`config.mk`:
```
export PLATFORM = sky130hd
export DESIGN_NAME = pam4_sym_src_flat
export DESIGN_NICKNAME = d
export VERILOG_FILES = /design/src/rtl/pam4_sym_src_pkg.sv /design/src/rtl/pam4_sym_src_if.sv /design/src/rtl/pam4_sym_src_prbs22_lfsr.sv /design/src/rtl/pam4_sym_src.sv /design/src/flat_wrapper.sv
export SDC_FILE = /design/constraint.sdc
export NUM_CORES = 1
export LEC_CHECK = 0
export ABC_AREA = 1
export CORE_MARGIN = 1.5
export CORE_UTILIZATION = 60
export DETAILED_ROUTE_END_ITERATION = 7
export DONT_BUFFER_PORTS = 1
export PLACE_DENSITY = 0.76
export SYNTH_ARGS = -nofsm -noshare
export SYNTH_HDL_FRONTEND = slang
export SYNTH_SLANG_ARGS = --single-unit
```
`constraint.sdc`:
```
create_clock -name clk -period 1.8 [get_ports clk]
set_input_delay 0.36 -clock clk [delete_from_list [all_inputs] [get_ports clk]]
set_output_delay 0.36 -clock clk [all_outputs]
set_load 0.03 [all_outputs]
```
`src/rtl/pam4_sym_src_pkg.sv`:
```
// ============================================================================
// Module      : pam4_sym_src_pkg
// Description : Shared PAM-4 symbol levels, mode encodings and Gray mapping.
// Revision    : 1.0 - initial release
// ============================================================================
`default_nettype none

package pam4_sym_src_pkg;

    localparam int LFSR_W = 22;
    localparam int SYM_W  = 18;

    // 1s17 fixed-point symbol levels
    localparam logic [SYM_W-1:0] SYMBOL_P2 = 18'h18000;
    localparam logic [SYM_W-1:0] SYMBOL_P1 = 18'h08000;
    localparam logic [SYM_W-1:0] SYMBOL_N1 = 18'h38000;
    localparam logic [SYM_W-1:0] SYMBOL_N2 = 18'h28000;

    typedef enum logic [1:0] {
        MODE_PRBS = 2'd0,
        MODE_IMP  = 2'd1,
        MODE_TONE = 2'd2,
        MODE_RSVD = 2'd3
    } mode_e;

    function automatic logic [SYM_W-1:0] gray_map(input logic [1:0] b);
        logic [SYM_W-1:0] lvl;
        case (b)
            2'b00:   lvl = SYMBOL_N2;
            2'b01:   lvl = SYMBOL_N1;
            2'b11:   lvl = SYMBOL_P1;
            default: lvl = SYMBOL_P2;
        endcase
        return lvl;
    endfunction

endpackage

`default_nettype wire

```
`src/rtl/pam4_sym_src_if.sv`:
```
// ============================================================================
// Module      : pam4_sym_src_if
// Description : Symbol stream and strobe bundle from the PAM-4 source stage.
// Revision    : 1.0 - initial release
// ============================================================================
`default_nettype none

interface pam4_sym_src_if;
    import pam4_sym_src_pkg::*;

    logic                    sam_clk_en;
    logic                    sym_clk_en;
    logic signed [SYM_W-1:0] sym_out;
    logic                    seq_wrap;

    modport master (output sam_clk_en, output sym_clk_en, output sym_out, output seq_wrap);
    modport slave  (input  sam_clk_en, input  sym_clk_en, input  sym_out, input  seq_wrap);

endinterface

`default_nettype wire

```
`src/rtl/pam4_sym_src_prbs22_lfsr.sv`:
```
// ============================================================================
// Module      : prbs22_lfsr
// Description : x^22+x^21+1 Fibonacci LFSR, 0..2 shifts per clock, seed reload.
// Revision    : 1.0 - initial release
// ============================================================================
`default_nettype none

module prbs22_lfsr
    import pam4_sym_src_pkg::*;
#(
    parameter logic [LFSR_W-1:0] SEED = 22'h3FFFFF
) (
    input  wire logic              clk,
    input  wire logic              reset_n,
    input  wire logic              load_seed,
    input  wire logic [1:0]        step,
    output logic      [LFSR_W-1:0] state,
    output logic      [1:0]        dout
);

    logic [LFSR_W-1:0] r_state;
    logic [LFSR_W-1:0] w_base;
    logic [LFSR_W-1:0] w_s1;
    logic [LFSR_W-1:0] w_s2;
    logic [LFSR_W-1:0] w_next;

    // A seed load in the same cycle as a step shifts out of the seed itself
    always_comb begin
        w_base = load_seed ? SEED : r_state;
        w_s1   = {w_base[LFSR_W-2:0], w_base[LFSR_W-1] ^ w_base[LFSR_W-2]};
        w_s2   = {w_s1[LFSR_W-2:0],   w_s1[LFSR_W-1]   ^ w_s1[LFSR_W-2]};
        case (step)
            2'd0:    w_next = w_base;
            2'd1:    w_next = w_s1;
            default: w_next = w_s2;
        endcase
    end

    always_ff @(posedge clk or negedge reset_n) begin
        if (!reset_n) r_state <= SEED;
        else          r_state <= w_next;
    end

    assign state = r_state;
    assign dout  = {w_base[LFSR_W-1], w_base[LFSR_W-2]};

endmodule

`default_nettype wire

```
`src/rtl/pam4_sym_src.sv`:
```
// ============================================================================
// Module      : pam4_sym_src
// Description : PAM-4 symbol source with sample/symbol enables (4 samples/sym).
//               Optional error injection: define PAM4_SRC_ERRINJ_EN.
// Revision    : 1.0 - initial release
// ============================================================================
`default_nettype none

module pam4_sym_src
    import pam4_sym_src_pkg::*;
#(
    parameter int                CLK_PER_SAM = 4,
    parameter logic [LFSR_W-1:0] LFSR_SEED   = 22'h3FFFFF
) (
    input  wire logic       clk,
    input  wire logic       reset_n,
    input  wire logic       enable,
    input  wire logic [1:0] mode,
    input  wire logic       reseed,
    input  wire logic       err_inj,
    pam4_sym_src_if.master  src
);

    localparam int                  c_cnt_w   = (CLK_PER_SAM > 2) ? $clog2(CLK_PER_SAM) : 1;
    localparam logic [c_cnt_w-1:0]  c_cnt_max = c_cnt_w'(CLK_PER_SAM - 1);

    localparam logic [1:0] S_IDLE     = 2'd0;
    localparam logic [1:0] S_RUN      = 2'd1;
    localparam logic [1:0] S_IMP_HOLD = 2'd2;

    logic [1:0]         r_state;
    logic [1:0]         w_next_state;
    logic [c_cnt_w-1:0] r_clk_cnt;
    logic [1:0]         r_sam_cnt;
    logic [SYM_W-1:0]   r_sym;
    logic [SYM_W-1:0]   w_sym_new;
    logic               r_tone_ph;
    logic               r_prbs_loaded;
    logic               w_sam_en;
    logic               w_sym_en;
    logic               w_load;
    logic               w_prbs_load;
    logic               w_inj;
    logic [1:0]         w_prbs_bits;
    logic [LFSR_W-1:0]  w_lfsr_state;

    always_ff @(posedge clk or negedge reset_n) begin
        if (!reset_n) r_state <= S_IDLE;
        else          r_state <= w_next_state;
    end

    // Mode 1 leaving IDLE goes straight to IMP_HOLD: the impulse is loaded on that edge
    always_comb begin
        w_next_state = r_state;
        case (r_state)
            S_IDLE: begin
                if (enable) w_next_state = (mode == MODE_IMP) ? S_IMP_HOLD : S_RUN;
            end
            S_RUN: begin
                if (!enable)                            w_next_state = S_IDLE;
                else if (w_sym_en && mode == MODE_IMP)  w_next_state = S_IMP_HOLD;
            end
            S_IMP_HOLD: begin
                if (!enable)                            w_next_state = S_IDLE;
                else if (w_sym_en && mode != MODE_IMP)  w_next_state = S_RUN;
            end
            default: w_next_state = S_IDLE;
        endcase
    end

    always_comb begin
        w_sam_en = (r_state != S_IDLE) && (r_clk_cnt == c_cnt_max);
        w_sym_en = w_sam_en && (r_sam_cnt == 2'd3);
    end

    assign w_load      = enable && ((r_state == S_IDLE) || w_sym_en);
    assign w_prbs_load = w_load && (mode == MODE_PRBS);

    prbs22_lfsr #(.SEED(LFSR_SEED)) u_lfsr (
        .clk       (clk),
        .reset_n   (reset_n),
        .load_seed (reseed),
        .step      (w_prbs_load ? 2'd2 : 2'd0),
        .state     (w_lfsr_state),
        .dout      (w_prbs_bits)
    );

`ifdef PAM4_SRC_ERRINJ_EN
    logic r_err_arm;

    always_ff @(posedge clk or negedge reset_n) begin
        if (!reset_n) r_err_arm <= 1'b0;
        else          r_err_arm <= (r_err_arm & ~w_prbs_load) | err_inj;
    end

    assign w_inj = r_err_arm;
`else
    logic w_unused_err_inj;
    assign w_unused_err_inj = err_inj;
    assign w_inj            = 1'b0;
`endif

    always_comb begin
        w_sym_new = '0;
        case (mode_e'(mode))
            MODE_PRBS: w_sym_new = gray_map(w_prbs_bits ^ {1'b0, w_inj});
            MODE_IMP:  w_sym_new = (r_state == S_IMP_HOLD) ? '0 : SYMBOL_P2;
            MODE_TONE: w_sym_new = r_tone_ph ? SYMBOL_N2 : SYMBOL_P2;
            default:   w_sym_new = '0;
        endcase
    end

    always_ff @(posedge clk or negedge reset_n) begin
        if (!reset_n) begin
            r_clk_cnt     <= '0;
            r_sam_cnt     <= '0;
            r_sym         <= '0;
            r_tone_ph     <= 1'b0;
            r_prbs_loaded <= 1'b0;
        end else begin
            r_prbs_loaded <= w_prbs_load;
            if ((r_state != S_IDLE) && enable) begin
                r_clk_cnt <= (r_clk_cnt == c_cnt_max) ? '0 : r_clk_cnt + 1'b1;
                if (w_sam_en) r_sam_cnt <= r_sam_cnt + 2'd1;
            end else begin
                r_clk_cnt <= '0;
                r_sam_cnt <= '0;
            end
            if (!enable)     r_sym <= '0;
            else if (w_load) r_sym <= w_sym_new;
            // Tone always restarts on P2 after any other mode or an idle spell
            if (w_load && mode == MODE_TONE)      r_tone_ph <= ~r_tone_ph;
            else if (w_load || r_state == S_IDLE) r_tone_ph <= 1'b0;
        end
    end

    assign src.sam_clk_en = w_sam_en;
    assign src.sym_clk_en = w_sym_en;
    assign src.sym_out    = r_sym;
    assign src.seq_wrap   = r_prbs_loaded && (w_lfsr_state == LFSR_SEED);

endmodule

`default_nettype wire

```
`src/flat_wrapper.sv`:
```
// flat-port wrapper written by rule: the top's interface ports become plain ports
module pam4_sym_src_flat import pam4_sym_src_pkg::*;
#(
    parameter int                CLK_PER_SAM = 4,
    parameter logic [LFSR_W-1:0] LFSR_SEED   = 22'h3FFFFF
)
  (clk, reset_n, enable, mode, reseed, err_inj, src_sam_clk_en, src_sym_clk_en, src_sym_out, src_seq_wrap);
  pam4_sym_src_if src_i ();
  input  wire logic clk;
  input  wire logic reset_n;
  input  wire logic enable;
  input  wire logic [1:0] mode;
  input  wire logic reseed;
  input  wire logic err_inj;
  output wire logic [$bits(src_i.sam_clk_en)-1:0] src_sam_clk_en;
  output wire logic [$bits(src_i.sym_clk_en)-1:0] src_sym_clk_en;
  output wire logic [$bits(src_i.sym_out)-1:0] src_sym_out;
  output wire logic [$bits(src_i.seq_wrap)-1:0] src_seq_wrap;
  assign src_sam_clk_en = src_i.sam_clk_en;
  assign src_sym_clk_en = src_i.sym_clk_en;
  assign src_sym_out = src_i.sym_out;
  assign src_seq_wrap = src_i.seq_wrap;
  pam4_sym_src #(.CLK_PER_SAM(CLK_PER_SAM), .LFSR_SEED(LFSR_SEED)) u_core (.clk(clk), .reset_n(reset_n), .enable(enable), .mode(mode), .reseed(reseed), .err_inj(err_inj), .src(src_i));
endmodule
```
== Word-level counts from Yosys, hierarchy flattened ==
Index checks and enable logic that the tools add are counted.
Word-level totals
  flip-flop bits (word level): 48
  input port bits: 7
  output and inout bits: 21
  logic and storage cells: 68
Operators by class
  $add $sub $neg: 2
  equality and inequality tests: 16
  mux-type cells: 22
  bitwise operators: 3
  reduce and logical (&&, ||, !) cells: 18
Operators with widths (number)
  18-bit one-hot mux with 3 select lines: 2
  18-bit 2-to-1 mux: 3
  22-bit one-hot mux with 2 select lines: 1
  22-bit == test (second input constant): 1
  2-bit 2-to-1 mux: 11
  22-bit 2-to-1 mux: 1
  17-bit 2-to-1 mux: 1
  2-bit == test (second input constant): 5
  1-bit logical AND: 9
  2-bit by 1-bit == test with 1-bit output (second input constant): 4
  2-bit logical NOT: 4
  3-bit by 2-bit != test with 1-bit output (second input constant): 2
  2-bit one-hot mux with 3 select lines: 1
  2-bit by 1-bit adder with 2-bit output (second input constant): 2
  2-bit by 1-bit != test with 1-bit output (second input constant): 2
  2-bit != test (second input constant): 2
  2-bit nonzero test: 2
  3-bit AND reduction: 1
  1-bit logical OR: 2
  1-bit 2-to-1 mux: 2
  1-bit XOR: 2
  1-bit inverter: 1

== Depth between registers and ports, before layout ==
Gate-level depths: netlist of run 1.
  depth after elaboration: 9
  depth in mapped cells: 8
  depth with buffers taken out: 7

== Cells and area by module ==
Synthesis of run 1 repeated with hierarchy kept, for this count alone.
Second synthesis, totals
  cells, all modules: 255
  area, all modules: 1986.9 um2
Modules (own cells, without submodules)
  prbs22_lfsr: instances 1, cells each 152, area an instance 1162.4 um2, seq. area each 578.1 um2
  pam4_sym_src: instances 1, cells each 103, area an instance 824.5 um2, seq. area each 275.3 um2

== Worst setup path after synthesis of run 1 ==
OpenSTA, ideal clock, no wires.
  path kind: register -> output
  start point: register u_core.u_lfsr.r_state[6], in the netlist u_core.u_lfsr.state[6]
  end point: output src_seq_wrap
  arrival time: 1389 ps
  required time: 1440 ps
  path slack: 51 ps
  stages on the path, launching flop included: 5
  path buffers: 0
  cell sequence: dfstp_2 nand4_1 nor2_1 nand2_1 nor3_1
On the way
  word-level cells in the longest chain between the ends: 2
RTL lines
  from (decl): RTL line pam4_sym_src_prbs22_lfsr.sv:21  | logic [LFSR_W-1:0] r_state;
  from (signal assigned): RTL line pam4_sym_src_prbs22_lfsr.sv:41  | else r_state <= w_next;
  22-bit == test: RTL line pam4_sym_src.sv:140  | assign src.seq_wrap = r_prbs_loaded && (w_lfsr_state == LFSR_SEED);
  1-bit logical AND: RTL line pam4_sym_src.sv:140
  to (decl): RTL line flat_wrapper.sv:18  | output wire logic [$bits(src_i.seq_wrap)-1:0] src_seq_wrap;
Every way passes these cells.

== Final worst setup path of run 1 ==
  start point: register u_core.u_lfsr.r_state[3], in the netlist u_core.u_lfsr.state[3]
  end point: output src_seq_wrap
Same word-level chain as after synthesis.

==> out/summary.md, run 1 <==
## Outcome
• run status: finished with violations
• failing checks: design-rule violations, negative setup slack

## Placed design
• Buffers on Ports: 0
• total half-perimeter wirelength after legalization and detailed placement: 2033 um
• placed cell count: 236
• global placer's final weighted congestion: 0.8221

## Clock tree
• # H-tree levels: 2
• clock root buffer master: sky130_fd_sc_hd__clkbuf_4
• number of CTS-inserted buffers: 5
• Clk Latency, worst-skew pair: 0.33 ns
• Clk pin slew, worst setup/hold paths: 0.09 ns
• TritonCTS clock tree: built
• CTS max path bufs: 2
• total number of clock tree sinks: 33

## Finish
• area growth from synthesis to final layout: 2.157%
• ratio of cells with drive above 1 in the final layout: 0.2546
• area of the multi-input gates: 744.5 um2
• sequential cell area in the final layout: 853.3 um2
• # diodes: 0
• number of nets at the end of the flow: 224
• final std cells w/o fill: 247
• Filler Cell Count: 231

## Power
• final total power: 2.079 mW
• power per standard cell area: 1132 mW/mm2
• Peak VDD IR: 0.5940 mV
• Leak Pwr: 0.8960 nW

## GRT
• largest net degree at the start of global routing: 34
• number of antenna violations at the first check in global routing: 0
• wire length of the first global-routing pass: 5326 um
• number of global-route vias before repair: 1297
• global-route congestion overflow total: 0
• overall track demand over capacity in global routing: 0.2117

## Drt
• average wire per standard cell: 11.96 um
• first drt pass iteration count: 6
• overall routed net length: 2953 um
• initial drt markers: 74
• number of DRC violations after detailed routing: 12
• routed via count: 1310
• vias per cell: 5.304
• number of nets with antenna violations after detailed routing: 0

## Worst setup path
• family with the most delay on the worst path: flip-flops
• critical path buffer and inverter count: 1
• startpoint type of the worst setup path: flop
• crit end category: primary output
• delay of the slowest cell on the worst path: 0.56 ns
• cell-by-cell trace of the critical path: nand4_1, nor2_1, nand2_1, nor3_2, buf_4
• critical path class: flop to primary output
• worst-path fanout max: 2
• cell with the largest stage delay on the worst path: sky130_fd_sc_hd__dfstp_2
• required time of the critical path: 1.44 ns
• Arrival @ worst endpoint: 1.46 ns

## STA
• number of setup violations in the final report: 1
• Worst Setup Slack, final: -0.02471 ns
• fraction of the cycle the final worst path needs: 1.014
• Post-Route Hold Slack: 0.1980 ns
• final number of max-transition violations: 0
• RSZ-0062 raised after global routing: yes
• Post-Route Skew: 0.003534 ns
• Max Fclk: 548.0 MHz
• time the final worst path needs with I/O delays and setup: 1.825 ns
• number of failing hold endpoints at the final stage: 0
• final setup TNS: -0.02471 ns

## Synthesis
• count of yosys warnings during synthesis: 0
• Avg Cell Area, Syn: 8.603 um2
• cell area after synthesis: 0.001798 mm2
• library cells used by synthesis: 27
• fraction of the yosys area taken by sequential cells: 0.4746
• cell count after synthesis: 209
• Yosys reg bits: 33

## Die
• io pins: 28
• FP Rows: 19
• die footprint: 0.003334 mm2
• Horiz. Die Dim: 57.74 um
• Core ar.: 0.002805 mm2
• Vert. Die Dim: 57.74 um
• initial core utilization: 0.6409

## Job
• count of max-cap constraint violations: 0

## Min path
• worst min-delay path category: input pin to flop

[registers in the layout, summed over array words and instances (netlist names)]
name and flops:
u_core.src.sym_out 3, u_core.r_state 2, u_core.r_clk_cnt 2, u_core.r_tone_ph 1, u_core.r_sam_cnt 2, u_core.u_lfsr.state 22, u_core.r_prbs_loaded 1
[synthesized netlist by cell type]
| cell | number | area, um2 |
|---|---|---|
| sky130_fd_sc_hd__or2_2 | 3 | 18.77 |
| sky130_fd_sc_hd__ha_1 | 2 | 25.02 |
| sky130_fd_sc_hd__a21oi_2 | 1 | 8.760 |
| sky130_fd_sc_hd__buf_6 | 3 | 33.78 |
| sky130_fd_sc_hd__nand2_1 | 42 | 157.7 |
| sky130_fd_sc_hd__nor3_1 | 2 | 10.01 |
| sky130_fd_sc_hd__a21oi_1 | 1 | 5.000 |
| sky130_fd_sc_hd__dfrtp_1 | 11 | 275.3 |
| sky130_fd_sc_hd__nor2_4 | 2 | 22.52 |
| sky130_fd_sc_hd__nand3b_1 | 1 | 7.510 |
| sky130_fd_sc_hd__conb_1 | 1 | 3.750 |
| sky130_fd_sc_hd__o21ai_0 | 6 | 30.03 |
| sky130_fd_sc_hd__nor3b_1 | 1 | 7.510 |
| sky130_fd_sc_hd__inv_1 | 22 | 82.58 |
| sky130_fd_sc_hd__nand2_4 | 1 | 11.26 |
| sky130_fd_sc_hd__xnor2_1 | 2 | 17.52 |
| sky130_fd_sc_hd__o21bai_2 | 1 | 11.26 |
| sky130_fd_sc_hd__buf_4 | 15 | 112.6 |
| sky130_fd_sc_hd__inv_6 | 1 | 8.760 |
| sky130_fd_sc_hd__dfstp_2 | 22 | 578.1 |
| sky130_fd_sc_hd__nand3_1 | 11 | 55.05 |
| sky130_fd_sc_hd__nor2_1 | 26 | 97.59 |
| sky130_fd_sc_hd__buf_8 | 1 | 15.01 |
| sky130_fd_sc_hd__o21ai_1 | 11 | 55.05 |
| sky130_fd_sc_hd__nand4_1 | 7 | 43.79 |
| sky130_fd_sc_hd__o21ai_2 | 11 | 96.34 |
| sky130_fd_sc_hd__clkbuf_1 | 2 | 7.510 |
[metrics by stage]
| stage | worst slack, ns | utilization | area, um2 |
|---|---|---|---|
| floorplan | 0.05102 | - | 1851 |
| global placement | 0.2604 | 0.6213 | 1743 |
| detailed placement | 0.2163 | 0.6213 | 1743 |
| CTS | -0.05499 | 0.6521 | 1829 |
| global route | -0.1410 | 0.6548 | 1837 |
| finish | -0.02471 | 0.6548 | 1837 |
[area by class of cell]
type,count,area share
clock buffer,8,0.02657
inverter,23,0.04973
multi-input combinational,146,0.4053
sequential,33,0.4646
tap,31,0.02112
timing repair buffer,6,0.03270
[layer usage]
layer  part of all wire  track usage
met3              0.059      0.06920
met4              0.016      0.07309
met5                  0            0
met1               0.45       0.2548
met2               0.47       0.3571
[cell usage in the layout (no fill, tap or decap)]
cell / count
sky130_fd_sc_hd__nor3_2: 1
sky130_fd_sc_hd__nand2_4: 1
sky130_fd_sc_hd__ha_2: 1
sky130_fd_sc_hd__dfstp_2: 22
sky130_fd_sc_hd__xnor2_1: 2
sky130_fd_sc_hd__a21oi_1: 1
sky130_fd_sc_hd__inv_1: 21
sky130_fd_sc_hd__dfrtp_1: 11
sky130_fd_sc_hd__clkbuf_1: 3
sky130_fd_sc_hd__o21ai_0: 6
sky130_fd_sc_hd__o21bai_2: 1
sky130_fd_sc_hd__nor3b_1: 1
sky130_fd_sc_hd__nand2_1: 42
sky130_fd_sc_hd__inv_6: 1
sky130_fd_sc_hd__or2_2: 3
sky130_fd_sc_hd__ha_1: 1
sky130_fd_sc_hd__conb_1: 15
sky130_fd_sc_hd__nor2_4: 2
sky130_fd_sc_hd__buf_12: 1
sky130_fd_sc_hd__dlygate4sd3_1: 1
sky130_fd_sc_hd__o21ai_2: 11
sky130_fd_sc_hd__nand3b_1: 1
sky130_fd_sc_hd__nand3_1: 11
sky130_fd_sc_hd__nand4_1: 7
sky130_fd_sc_hd__buf_4: 4
sky130_fd_sc_hd__nor3_1: 1
sky130_fd_sc_hd__o21ai_1: 11
sky130_fd_sc_hd__a21oi_2: 1
sky130_fd_sc_hd__inv_2: 1
sky130_fd_sc_hd__clkbuf_4: 5
sky130_fd_sc_hd__nor2_1: 26
[cell families after synthesis]
group | after synthesis | synth area share
AOI/OAI and AO/OA | 31 | 0.1148
other | 1 | 0.002086
and+or+nand+nor | 96 | 0.2401
xor gates and xnor gates | 2 | 0.009744
DFF | 33 | 0.4746
adders and majority gates | 2 | 0.01392
buffers and inverters | 44 | 0.1447
[report_power, final]
| part | internal [mW] | total [mW] | switching, mW |
|---|---|---|---|
| Combinational | 0.216 | 0.605 | 0.389 |
| Sequential | 0.956 | 1.09 | 0.138 |
| Clock | 0.155 | 0.380 | 0.224 |
| Total | 1.33 | 2.08 | 0.751 |
[tightest hold or removal path: cells and delay by family]
kind               cells  cell delay [ns]
AOI/OAI and AO/OA      1             0.05
and+or+nand+nor        2             0.12
[final timing paths]
path	depth (start not counted)	endpoint	startpoint	slack (ns)
max	5	src_seq_wrap	u_core.u_lfsr.state[3]$_DFF_PN1_	-0.02
min	3	u_core.u_lfsr.state[1]$_DFF_PN1_	reseed	0.20
max reg2reg	7	u_core.u_lfsr.state[8]$_DFF_PN1_	u_core.r_clk_cnt[0]$_DFF_PN0_	0.27
min reg2reg	1	u_core.r_clk_cnt[0]$_DFF_PN0_	u_core.r_clk_cnt[0]$_DFF_PN0_	0.45
max in group asynchronous	2	u_core.u_lfsr.state[5]$_DFF_PN1_	reset_n	1.06
min in group asynchronous	2	u_core.src.sym_out[15]$_DFFE_PN0P_	reset_n	0.49
[what timing repair did]
| item | in CTS | in global routing |
|---|---|---|
| pin swaps | 0 | 1 |
| hold endpoints to repair | 33 | 0 |
| setup endpoints to repair | 2 | 3 |
| resized for setup | 1 | 2 |
| setup buffers | 1 | 0 |
| hold buffers | 2 | 0 |
Power figures use the tool's default switching activity.
==> inputs of run 2 (changes only) <==
--- a/config.mk
+++ b/config.mk
@@ -11,6 +11,7 @@
 export DETAILED_ROUTE_END_ITERATION = 7
 export DONT_BUFFER_PORTS = 1
 export PLACE_DENSITY = 0.76
+export SLEW_MARGIN = 10
 export SYNTH_ARGS = -nofsm -noshare
 export SYNTH_HDL_FRONTEND = slang
 export SYNTH_SLANG_ARGS = --single-unit
==> results of run 2 <==
Final layout, timing and power as in run 1 (identical DEF).
==> inputs of run 3 (changes only) <==
--- a/config.mk
+++ b/config.mk
@@ -7,11 +7,12 @@
 export LEC_CHECK = 0
 export ABC_AREA = 1
 export CORE_MARGIN = 1.5
-export CORE_UTILIZATION = 60
+export CORE_UTILIZATION = 57
 export DETAILED_ROUTE_END_ITERATION = 7
 export DONT_BUFFER_PORTS = 1
-export PLACE_DENSITY = 0.76
+export PLACE_DENSITY = 0.72
 export SLEW_MARGIN = 10
 export SYNTH_ARGS = -nofsm -noshare
 export SYNTH_HDL_FRONTEND = slang
+export SYNTH_HIERARCHICAL = 1
 export SYNTH_SLANG_ARGS = --single-unit
==> run 3 against run 2 <==
The run ends with negative setup slack left. Die area grew 15%. Highest routed layer unchanged. Power grew 8.7%. Non-clock buffer count grew 3.
==> out/summary.md, run 3 <==
## Outcome
• run status: finished with violations
• failing checks: negative setup slack

## Die
• Vert. Die Dim: 62.04 um
• initial core utilization: 0.5954
• io pins: 28
• FP Rows: 21
• Horiz. Die Dim: 62.04 um
• Core ar.: 0.003337 mm2
• die footprint: 0.003849 mm2

## Worst setup path
• CP startpoint: u_core/u_lfsr/state[11]$_DFF_PN1_
• startpoint type of the worst setup path: flop
• path depth of the worst reg2reg path: 8
• reg2reg end: u_core/u_lfsr/state[15]$_DFF_PN1_
• crit end category: primary output
• critical path class: flop to primary output
• worst-path fanout max: 2
• setup slack of the most critical reg-to-reg path: 0.19 ns
• required time of the critical path: 1.44 ns
• Arrival @ worst endpoint: 1.52 ns
• worst flop-to-flop path startpoint: u_core/r_sam_cnt[0]$_DFFE_PN0P_
• critical path capture point: src_seq_wrap

## STA
• Max Fclk: 533.3 MHz
• Post-Route Hold Slack: 0.1500 ns
• transition time at the pin with the least slew margin: 0.8727 ns
• time the final worst path needs with I/O delays and setup: 1.875 ns
• Worst Setup Slack, final: -0.07518 ns
• number of failing hold endpoints at the final stage: 0
• final number of max-transition violations: 0
• number of setup violations in the final report: 1
• Post-Route Skew: 0.009971 ns
• fraction of the cycle the final worst path needs: 1.042
• worst slew slack as a fraction of its limit: 0.4176
• RSZ-0062 raised after global routing: yes

## Synthesis
• area share of the largest cell type after synthesis: 0.2909
• cell count after synthesis: 255
• Yosys reg bits: 33
• Compound-Gate Fraction of Synth Area: 0.03338
• multiplexer area fraction after synthesis: 0
• most frequent cell after synthesis: sky130_fd_sc_hd__nand2_1
• post-synthesis adder-cell area fraction: 0.02519
• cell taking the most area after synthesis: sky130_fd_sc_hd__dfstp_2
• synthesized-area fraction occupied by and/or/nand/nor cells: 0.3898
• largest family of logic cells by synthesized area: simple AND/OR/NAND/NOR gates
• Avg Cell Area, Syn: 7.792 um2
• top cells by count, synth: sky130_fd_sc_hd__nand2_1 (83), sky130_fd_sc_hd__nand3_1 (30), sky130_fd_sc_hd__dfstp_2 (22)
• count of yosys warnings during synthesis: 6
• proportion of register bits with asynchronous set or reset after synthesis: 1.000
• library cells used by synthesis: 29
• XOR/XNOR share of the synthesized area: 0.004408
• biggest area contributors in the synthesized netlist: sky130_fd_sc_hd__dfstp_2 (29%), sky130_fd_sc_hd__nand2_1 (16%), sky130_fd_sc_hd__dfrtp_1 (14%), sky130_fd_sc_hd__nand3_1 (7.6%), sky130_fd_sc_hd__buf_4 (5.7%)
• number of flops mapped to enable cells by yosys: 0
• Synth Flop Type: sky130_fd_sc_hd__dfstp_2
• cell area after synthesis: 0.001987 mm2
• fraction of the yosys area taken by sequential cells: 0.4295

## Finish
• area growth from synthesis to final layout: 7.116%
• Filler Cell Count: 315
• sequential cell area in the final layout: 853.3 um2
• commonest non-fill, non-tap cells in the layout: sky130_fd_sc_hd__nand2_1 (83), sky130_fd_sc_hd__nand3_1 (29), sky130_fd_sc_hd__dfstp_2 (22)
• # diodes: 0
• max reg flops: 22
• final std cells w/o fill: 311
• number of nets at the end of the flow: 275
• area of the multi-input gates: 985.9 um2
• leading cell type in the layout, fill and taps excluded: sky130_fd_sc_hd__nand2_1
• ratio of cells with drive above 1 in the final layout: 0.2226

## Placed design
• Buffers on Ports: 0
• global placer's final weighted congestion: 0.7821
• total half-perimeter wirelength after legalization and detailed placement: 2451 um
• placed cell count: 299

## Drt
• first drt pass iteration count: 4
• average wire per standard cell: 12.03 um
• overall routed net length: 3742 um
• number of DRC violations after detailed routing: 0
• initial drt markers: 97
• routed via count: 1577
• vias per cell: 5.071
• number of nets with antenna violations after detailed routing: 0

## GRT
• number of antenna violations at the first check in global routing: 0
• overall track demand over capacity in global routing: 0.2270
• global-route congestion overflow total: 0
• wire length of the first global-routing pass: 6196 um
• number of global-route vias before repair: 1418
• largest net degree at the start of global routing: 34

## Clock tree
• clock root buffer master: sky130_fd_sc_hd__clkbuf_4
• Clk Latency, worst-skew pair: 0.35 ns
• Clk pin slew, worst setup/hold paths: 0.11 ns
• CTS max path bufs: 2
• # H-tree levels: 2
• TritonCTS clock tree: built
• total number of clock tree sinks: 33
• number of CTS-inserted buffers: 5

## Job
• count of max-cap constraint violations: 0

## Power
• Peak VDD IR: 0.6449 mV
• Leak Pwr: 1.013 nW
• power per standard cell area: 1062 mW/mm2

## Min path
• worst min-delay path category: input pin to flop

[run 3: changes by cell type after synthesis, moves of 8 or more]
| cell | delta |
|---|---|
| sky130_fd_sc_hd__nand2_1 | +41 |
| sky130_fd_sc_hd__nor2_1 | -13 |
| sky130_fd_sc_hd__nand3_1 | +19 |
| sky130_fd_sc_hd__o21ai_1 | -8 |
| sky130_fd_sc_hd__o21ai_2 | -11 |
| sky130_fd_sc_hd__or2_1 | +17 |
[run 3: repair_timing]
item / 4_1_cts / 5_1_grt
setup buffers: 0 / 2
hold buffers: 2 / 0
setup endpoints to repair: 24 / 2
pin swaps: 1 / 2
endpoints found under the hold margin: 33 / 0
gates resized for setup: 6 / 2
[run 3: cell type report]
cell class / instances / share of cell area
inverter: 19 / 0.03527
multi-input combinational: 196 / 0.4633
clock inverter: 1 / 0.002352
sequential: 33 / 0.4009
clock buffer: 7 / 0.03057
tap: 46 / 0.02704
timing repair buffer: 9 / 0.04056
[run 3: cells by family after synthesis]
kind of cell    after synthesis
fa+ha+maj                     4
compound gates               10
xor+xnor                      1
flops                        33
other cells                   1
buf+inv                      42
simple gates                164
[run 3: worst max-delay path, cell delays in order, from the launching register on]
cell and delay, ns:
sky130_fd_sc_hd__dfstp_2 0.54, sky130_fd_sc_hd__nand4_1 0.11, sky130_fd_sc_hd__nor2_2 0.14, sky130_fd_sc_hd__nand2_1 0.07, sky130_fd_sc_hd__nor3_2 0.12, sky130_fd_sc_hd__buf_4 0.18
[run 3: worst min path at each step]
stage,slack [ns],from,depth (start not counted),end
2_1_floorplan,0.06,reset_n,0,u_core/r_clk_cnt[0]$_DFF_PN0_
3_3_place_gp,0.06,reset_n,0,u_core/r_sam_cnt[1]$_DFFE_PN0P_
3_5_place_dp,0.06,reset_n,0,u_core/r_sam_cnt[1]$_DFFE_PN0P_
4_1_cts,0.14,enable,2,u_core/src.sym_out[17]$_DFFE_PN0P_
5_1_grt,0.16,enable,2,u_core/src.sym_out[17]$_DFFE_PN0P_
6_report,0.15,enable,2,u_core/src.sym_out[17]$_DFFE_PN0P_
[run 3: stage by stage]
| stage | power [mW] | util | setup slack (ns) | area [um2] | TNS [ns] |
|---|---|---|---|---|---|
| after floorplan | 1.643 | - | 0.04744 | 2047 | 0 |
| after global placement | 1.722 | 0.5943 | -0.05415 | 1983 | -0.8236 |
| after detailed placement | 1.734 | 0.5943 | -0.06897 | 1983 | -1.138 |
| after CTS | 2.262 | 0.6307 | -0.09130 | 2105 | -0.09130 |
| after global routing | 2.430 | 0.6378 | -0.1558 | 2128 | -0.1558 |
| final | 2.261 | 0.6378 | -0.07518 | 2128 | -0.07518 |
[run 3: per-layer routing]
| metal | wire length, um | track usage |
|---|---|---|
| met2 | 1805 | 0.3661 |
| met4 | 48 | 0.08511 |
| met1 | 1722 | 0.2806 |
| met5 | 0 | 0 |
| met3 | 165 | 0.07867 |
[run 3: power breakdown]
part	internal (mW)	switching (mW)	leakage [nW]
clock network	0.226	0.261	0.0413
logic	0.239	0.447	0.592
registers	0.959	0.129	0.380
